<file path="config.mk">
export PLATFORM = sky130hd
export DESIGN_NAME = mtr_drv_pwm
export DESIGN_NICKNAME = d
export VERILOG_FILES = /design/src/rtl/mtr_drv_pwm.sv
export SDC_FILE = /design/constraint.sdc
export NUM_CORES = 1
export LEC_CHECK = 0
export CAP_MARGIN = 20
export CORE_ASPECT_RATIO = 1.5
export CORE_MARGIN = 3
export CORE_UTILIZATION = 40
export CTS_BUF_LIST = sky130_fd_sc_hd__clkbuf_16
export DETAILED_ROUTE_END_ITERATION = 10
export HOLD_SLACK_MARGIN = 0.02
export PLACE_DENSITY_LB_ADDON = 0.3
export SYNTH_ARGS = -nofsm -noshare
export SYNTH_HDL_FRONTEND = slang
export SYNTH_SLANG_ARGS = --single-unit
</file>
<file path="constraint.sdc">
create_clock -name clk -period 6.3 [get_ports clk]
set_clock_uncertainty 0.1 [all_clocks]
set_input_delay 0.63 -clock clk [delete_from_list [all_inputs] [get_ports clk]]
set_output_delay 0.63 -clock clk [all_outputs]
set_load 0.02 [all_outputs]
</file>
<file path="src/rtl/mtr_drv_pwm.sv">
// mtr_drv_pwm: converts the PID drive magnitude into a period-synchronous PWM
// and drives a 3-phase brushless motor. Commutation comes from synchronized hall
// sensors. Each phase has a dead-time-protected high/low gate pair.
// Optional feature: define MTR_OC_CUTOFF_EN to add the oc_trip input. That
// input gives a cycle-by-cycle over-current cutoff of the high-side drives.
module mtr_drv_pwm #(
    parameter int DEAD_CYC = 32,
    parameter int FAST_SIM = 0
) (
    input  logic        clk,
    input  logic        rst,
`ifdef MTR_OC_CUTOFF_EN
    input  logic        oc_trip,
`endif
    input  logic [11:0] drv_mag,
    input  logic        hallGrn,
    input  logic        hallYlw,
    input  logic        hallBlu,
    input  logic        brake_n,
    output logic        highGrn,
    output logic        lowGrn,
    output logic        highYlw,
    output logic        lowYlw,
    output logic        highBlu,
    output logic        lowBlu,
    output logic        pwm_sync
);

    localparam int CW = (FAST_SIM != 0) ? 7 : 11;
    localparam logic [7:0] DEAD_LOAD = 8'(DEAD_CYC - 1);

    typedef enum logic [1:0] {REQ_OFF, REQ_PWM, REQ_LO} req_t;
    typedef enum logic [1:0] {ST_OFF, ST_HI, ST_LO, ST_DEAD} state_t;

    logic [CW-1:0] cnt;
    logic [CW-1:0] duty_shadow;
    logic          cnt_wrap;
    logic          pwm_raw;
    logic [2:0]    hall_s1;
    logic [2:0]    hall_s2;
    req_t          req [3];
    logic [2:0]    hi_req;
    logic [2:0]    lo_req;
    logic          hi_block;
    state_t        state [3];
    logic [7:0]    dead_cnt [3];
    logic [2:0]    high_q;
    logic [2:0]    low_q;
    logic          unused_mag;

    // Low magnitude bits below the PWM resolution are intentionally dropped
    assign unused_mag = ^drv_mag[11-CW:0];
    assign cnt_wrap   = (cnt == {CW{1'b1}});

    // Free-running PWM counter; duty only updates at wrap so a period never glitches
    always_ff @(posedge clk or posedge rst) begin
        if (rst) begin
            cnt         <= '0;
            duty_shadow <= '0;
            pwm_raw     <= 1'b0;
            pwm_sync    <= 1'b0;
        end else begin
            cnt      <= cnt + 1'b1;
            pwm_sync <= cnt_wrap;
            pwm_raw  <= (cnt < duty_shadow);
            if (cnt_wrap)
                duty_shadow <= drv_mag[11 -: CW];
        end
    end

    // Two-flop synchronizer for the asynchronous hall inputs, ordered {G,Y,B}
    always_ff @(posedge clk or posedge rst) begin
        if (rst) begin
            hall_s1 <= 3'b000;
            hall_s2 <= 3'b000;
        end else begin
            hall_s1 <= {hallGrn, hallYlw, hallBlu};
            hall_s2 <= hall_s1;
        end
    end

    // Registered commutation decode; invalid codes coast with every phase off
    always_ff @(posedge clk or posedge rst) begin
        if (rst) begin
            for (int p = 0; p < 3; p++)
                req[p] <= REQ_OFF;
        end else begin
            case (hall_s2)
                3'b101:  begin req[0] <= REQ_PWM; req[1] <= REQ_LO;  req[2] <= REQ_OFF; end
                3'b100:  begin req[0] <= REQ_PWM; req[1] <= REQ_OFF; req[2] <= REQ_LO;  end
                3'b110:  begin req[0] <= REQ_OFF; req[1] <= REQ_PWM; req[2] <= REQ_LO;  end
                3'b010:  begin req[0] <= REQ_LO;  req[1] <= REQ_PWM; req[2] <= REQ_OFF; end
                3'b011:  begin req[0] <= REQ_LO;  req[1] <= REQ_OFF; req[2] <= REQ_PWM; end
                3'b001:  begin req[0] <= REQ_OFF; req[1] <= REQ_LO;  req[2] <= REQ_PWM; end
                default: begin req[0] <= REQ_OFF; req[1] <= REQ_OFF; req[2] <= REQ_OFF; end
            endcase
        end
    end

`ifdef MTR_OC_CUTOFF_EN
    logic oc_latched;

    // Over-current latch holds the high sides off until the next wrap; a trip wins over the wrap
    always_ff @(posedge clk or posedge rst) begin
        if (rst)
            oc_latched <= 1'b0;
        else if (oc_trip)
            oc_latched <= 1'b1;
        else if (cnt_wrap)
            oc_latched <= 1'b0;
    end

    assign hi_block = oc_latched | oc_trip;
`else
    assign hi_block = 1'b0;
`endif

    // Per-phase gate requests; brake shorts the windings through the low sides at PWM rate
    always_comb begin
        hi_req = 3'b000;
        lo_req = 3'b000;
        for (int p = 0; p < 3; p++) begin
            if (!brake_n) begin
                lo_req[p] = pwm_raw;
            end else begin
                case (req[p])
                    REQ_PWM: begin
                        hi_req[p] = pwm_raw & ~hi_block;
                        lo_req[p] = ~pwm_raw;
                    end
                    REQ_LO:  lo_req[p] = 1'b1;
                    default: ;
                endcase
            end
        end
    end

    // Dead-time FSM per phase: every gate turn-on passes through DEAD_CYC clocks of both-off
    always_ff @(posedge clk or posedge rst) begin
        if (rst) begin
            for (int p = 0; p < 3; p++) begin
                state[p]    <= ST_OFF;
                dead_cnt[p] <= 8'd0;
            end
            high_q <= 3'b000;
            low_q  <= 3'b000;
        end else begin
            for (int p = 0; p < 3; p++) begin
                case (state[p])
                    ST_OFF: begin
                        if (hi_req[p] || lo_req[p]) begin
                            state[p]    <= ST_DEAD;
                            dead_cnt[p] <= DEAD_LOAD;
                        end
                    end
                    ST_HI: begin
                        if (!hi_req[p]) begin
                            state[p]    <= ST_DEAD;
                            dead_cnt[p] <= DEAD_LOAD;
                            high_q[p]   <= 1'b0;
                        end
                    end
                    ST_LO: begin
                        if (!lo_req[p]) begin
                            state[p]    <= ST_DEAD;
                            dead_cnt[p] <= DEAD_LOAD;
                            low_q[p]    <= 1'b0;
                        end
                    end
                    ST_DEAD: begin
                        if (dead_cnt[p] == 8'd0) begin
                            if (hi_req[p]) begin
                                state[p]  <= ST_HI;
                                high_q[p] <= 1'b1;
                            end else if (lo_req[p]) begin
                                state[p] <= ST_LO;
                                low_q[p] <= 1'b1;
                            end else begin
                                state[p] <= ST_OFF;
                            end
                        end else begin
                            dead_cnt[p] <= dead_cnt[p] - 8'd1;
                        end
                    end
                    default: begin
                        state[p]  <= ST_OFF;
                        high_q[p] <= 1'b0;
                        low_q[p]  <= 1'b0;
                    end
                endcase
            end
        end
    end

    assign highGrn = high_q[0];
    assign lowGrn  = low_q[0];
    assign highYlw = high_q[1];
    assign lowYlw  = low_q[1];
    assign highBlu = high_q[2];
    assign lowBlu  = low_q[2];

endmodule

</file>
==> results.md <==
- The run finished with clean final reports.
- The net switching power is 524 uW.
- Across every metal layer, demand over resource in global routing totals 0.138.
- The die covers 10700 sq um.
- The final weighted congestion in routability-driven placement is 0.772.
- The worst setup path is launched from a primary input.
- The share of synthesized flip-flops with an asynchronous set or reset is 1.00.
- Tracing the worst setup path back leads to its startpoint at brake_n.
- Input and output buffers added on the ports amount to 23.
- Setup repair after global routing left no endpoint under its margin.
- For the final routed database, the setup TNS stands at 0 ps.
- The switching share of power is 0.334.
- The maximum buffer depth of the clock tree is 2.
- Measured along the y axis, the die boundary spans 125 um.
- For the worst setup path, the data required time is 6420 ps.
- The number of different library cells in the post-synthesis netlist is 62.
- Max-cap violations in this run came to 0.
- Internal power comes to 1.04 mW.
- The initial DRC count is 118.
- The number of nets produced by synthesis is 413.
- In the finished design, the share of the clock period the worst path needs comes to 0.437.
- The cell count after synthesis is 372.
- In this run the worst setup path terminates at dead_cnt[9]$_DFFE_PP0P_.
- At the pin with the least slew margin, the transition time is 602 ps.
- The final instance area is 4350 sq um.
- After detailed routing, the number of remaining DRC violations is 0.
- The H-tree was split into 3 levels.
- Power spread over the standard cell area amounts to 360 nW/um^2.
- The final count of hold timing violations is 0.
- The layout overhead on the synthesized area is 14.9%.
- For this run, the leading register cell type out of synthesis is sky130_fd_sc_hd__dfrtp_1.
- Entering global routing, the biggest net connects 44 pins.
- The initial antenna violation count is 0.
- The share of total power dissipated in sequential elements is 0.438.
- At the later pin of the worst-skew pair, clock insertion delay measures 330 ps.
- The worst hold path was traced through 0 stages.
- The highest net fanout along the worst path is 13.
- The first-pass GRT wire length is 11.9 mm.
- Among all cell types in the netlist, the one instantiated most often is sky130_fd_sc_hd__dfrtp_1.
- The clock tree from TritonCTS is done.
- Data on the critical path arrives at its endpoint at 2870 ps.
- After clock tree synthesis, the repair step resized 0 gates.
- The HPWL after detailed placement is 4.85 mm.
- STA classifies the critical path endpoint as a flip-flop.
- The count of flip-flops with a built-in enable after synthesis is 0.
- Wires add up to 6.82 mm.
- The per-cell routed wire length is 13.4 um.
- In this run the register-to-register setup slack is 4010 ps.
- The via count is 2753.
- The utilization after layout is 0.481.
- The kind of critical path is in -> reg.
- Summed over all instances, the cell type with the most area after synthesis is sky130_fd_sc_hd__dfrtp_1.
- TritonCTS created 9 clock buffers.
- The remaining global-route overflow is 0.
- The path class of the tightest hold or removal check is reg -> reg.
- Hold repair after CTS inserted 0 buffers.
- The part of the power in the clock network is 0.284.
- The number of fill cells is 866.
- The first detailed-routing pass ran for 4 iterations.
- In the final layout, the share of cells above drive strength 1 is 0.110.
- The CTS sink count is 72.
- The clock period could shrink to 2750 ps.
- For this run, the top clock speed supported by timing is 363 MHz.
- The number of warnings issued by yosys is 0.
- Each instance of the synthesized netlist takes up on average 10.2 sq um.
- The tree is rooted in a sky130_fd_sc_hd__clkbuf_16.
- The via count of the first global-routing pass was 2663.
- The total leakage power is 2.08 nW.
- The part of the Yosys area used for sequential elements is 0.476.
- After synthesis, the most frequently instantiated cells are 72 x sky130_fd_sc_hd__dfrtp_1, 39 x sky130_fd_sc_hd__nand2_1, 30 x sky130_fd_sc_hd__inv_1.
- The number of routed nets with antenna violations is 0.
- Summing all placed instances gives a cell area of 4100 sq um.
- The chip width is 85.5 um.
- The synthesized netlist occupies a cell area of 3790 sq um.
- The initial core utilization is 0.419.
- The number of storage elements in the synthesis netlist is 72.
- The endpoint identified for the worst register-to-register timing path is dead_cnt[17]$_DFFE_PP0P_.
- Of the post-synthesis cell area, the dominant cell type holds 0.476.
- The share of total power dissipated in combinational logic is 0.278.
- By area the synthesized netlist is led by sky130_fd_sc_hd__dfrtp_1 48%, sky130_fd_sc_hd__ha_1 7.6%, sky130_fd_sc_hd__mux2_2 3.9%.
- The worst reg2reg path depth is 5.
- The row count is 42.
- The number of antenna diodes in the final layout is 0.
- The start of the worst register-to-register path is dead_cnt[21]$_DFFE_PP0P_.
- The worst slew margin relative to its limit is 0.598.
- Setup violations remaining at the end of the flow were counted as 0.
- IR analysis of the VDD net gives a maximum drop of 0.197 mV.
- The number of nets at the end of the flow is 436.
- The post-CTS repair timing setup buffer count is 0.
- Clock-pin slew was measured on the worst setup and hold paths at 50 ps.
- The floorplan step defined a core boundary enclosing 9040 sq um.
- In the routed layout, each cell is associated on average with a via count of 5.40.
- The final max-slew violation count was 0.
- The number of I/O pins is 25.
-- critical path, stage by stage --
cell and delay [ps]:
sky130_fd_sc_hd__clkdlybuf4s50_1 730, sky130_fd_sc_hd__nor2_1 190, sky130_fd_sc_hd__a221o_1 380, sky130_fd_sc_hd__o211a_1 240, sky130_fd_sc_hd__a21oi_2 310, sky130_fd_sc_hd__mux2_2 380
-- how the worst min path moves through the flow --
stage          slack (ps)            startpoint              endpoint
2_1_floorplan         230  hall_s1[0]$_DFF_PP0_  hall_s2[0]$_DFF_PP0_
3_3_place_gp          230  hall_s1[1]$_DFF_PP0_  hall_s2[1]$_DFF_PP0_
3_5_place_dp          230  hall_s1[1]$_DFF_PP0_  hall_s2[1]$_DFF_PP0_
4_1_cts               250  hall_s1[1]$_DFF_PP0_  hall_s2[1]$_DFF_PP0_
5_1_grt               250  hall_s1[1]$_DFF_PP0_  hall_s2[1]$_DFF_PP0_
6_report              250  hall_s1[1]$_DFF_PP0_  hall_s2[1]$_DFF_PP0_
-- flip-flops by register name, summed over array words and instances, names as in the netlist --
name and count:
cnt 11, req 6, hall_s2 3, pwm_raw 1, state 6, hall_s1 3
pwm_sync 1, duty_shadow 11, dead_cnt 24, low_q 3, high_q 3
-- kinds of logic (layout without fill, tap and decap cells) --
group	after synthesis	in the layout	share of synthesized area
compound gates	74	74	0.146
xor+xnor	9	9	0.0208
fa+ha+maj	23	23	0.0760
buf+inv	42	70	0.0479
flops	72	72	0.476
mux	14	14	0.0426
simple gates	138	138	0.191
-- cell usage in the layout, fill, tap and decap left out, drive strengths merged, types with 3 or more instances in the layout --
cell type and n:
dfrtp 72, nand2 39, inv 32, nor2 28
ha 23, clkdlybuf4s50 23, o21ai 14, mux2 14
nand3 13, and3 12, nor2b 10, a21oi 10
o31ai 9, clkbuf 9, nor4 8, nor3 7
xor2 6, a221o 6, a21o 6, clkinv 5
nand2b 4, a211o 4, o21bai 3, a22o 3
nand4 3, xnor2 3, a211oi 3, o22ai 3
and2 3, or3 3
-- power by group through the flow --
stage          sequential [mW]  combinational [mW]  clock (mW)
5_1_grt                  0.707               0.496       0.475
3_5_place_dp             0.692               0.439           0
6_report                 0.686               0.435       0.446
4_1_cts                  0.684               0.441       0.455
2_1_floorplan            0.668               0.343           0
3_3_place_gp             0.688               0.424           0
-- final cells by class --
| class | instances | area, sq um | share of cell area |
|---|---|---|---|
| Timing Repair Buffer | 24 | 238 | 0.0546 |
| Clock inverter | 7 | 31.3 | 0.00719 |
| Clock buffer | 9 | 225 | 0.0518 |
| Sequential cell | 72 | 1800 | 0.414 |
| Tap cell | 110 | 138 | 0.0316 |
| Inverter | 30 | 113 | 0.0259 |
| Multi-Input combinational cell | 258 | 1810 | 0.415 |
-- per-layer routing --
metal  global-route usage  part of all wire
met1                0.161              0.42
met5                    0                 0
met3               0.0349             0.029
met4               0.0587             0.021
met2                0.238              0.53
-- per-stage QoR --
stage | cells | setup slack (ps) | total power [mW] | hold WS, ps
2_1_floorplan | 372 | 3750 | 1.01 | 231
3_3_place_gp | 494 | 3230 | 1.11 | 233
3_5_place_dp | 494 | 3190 | 1.13 | 235
4_1_cts | 510 | 3520 | 1.58 | 247
5_1_grt | 510 | 3390 | 1.68 | 253
6_report | 510 | 3550 | 1.57 | 247
Power figures use the tool's default switching activity.
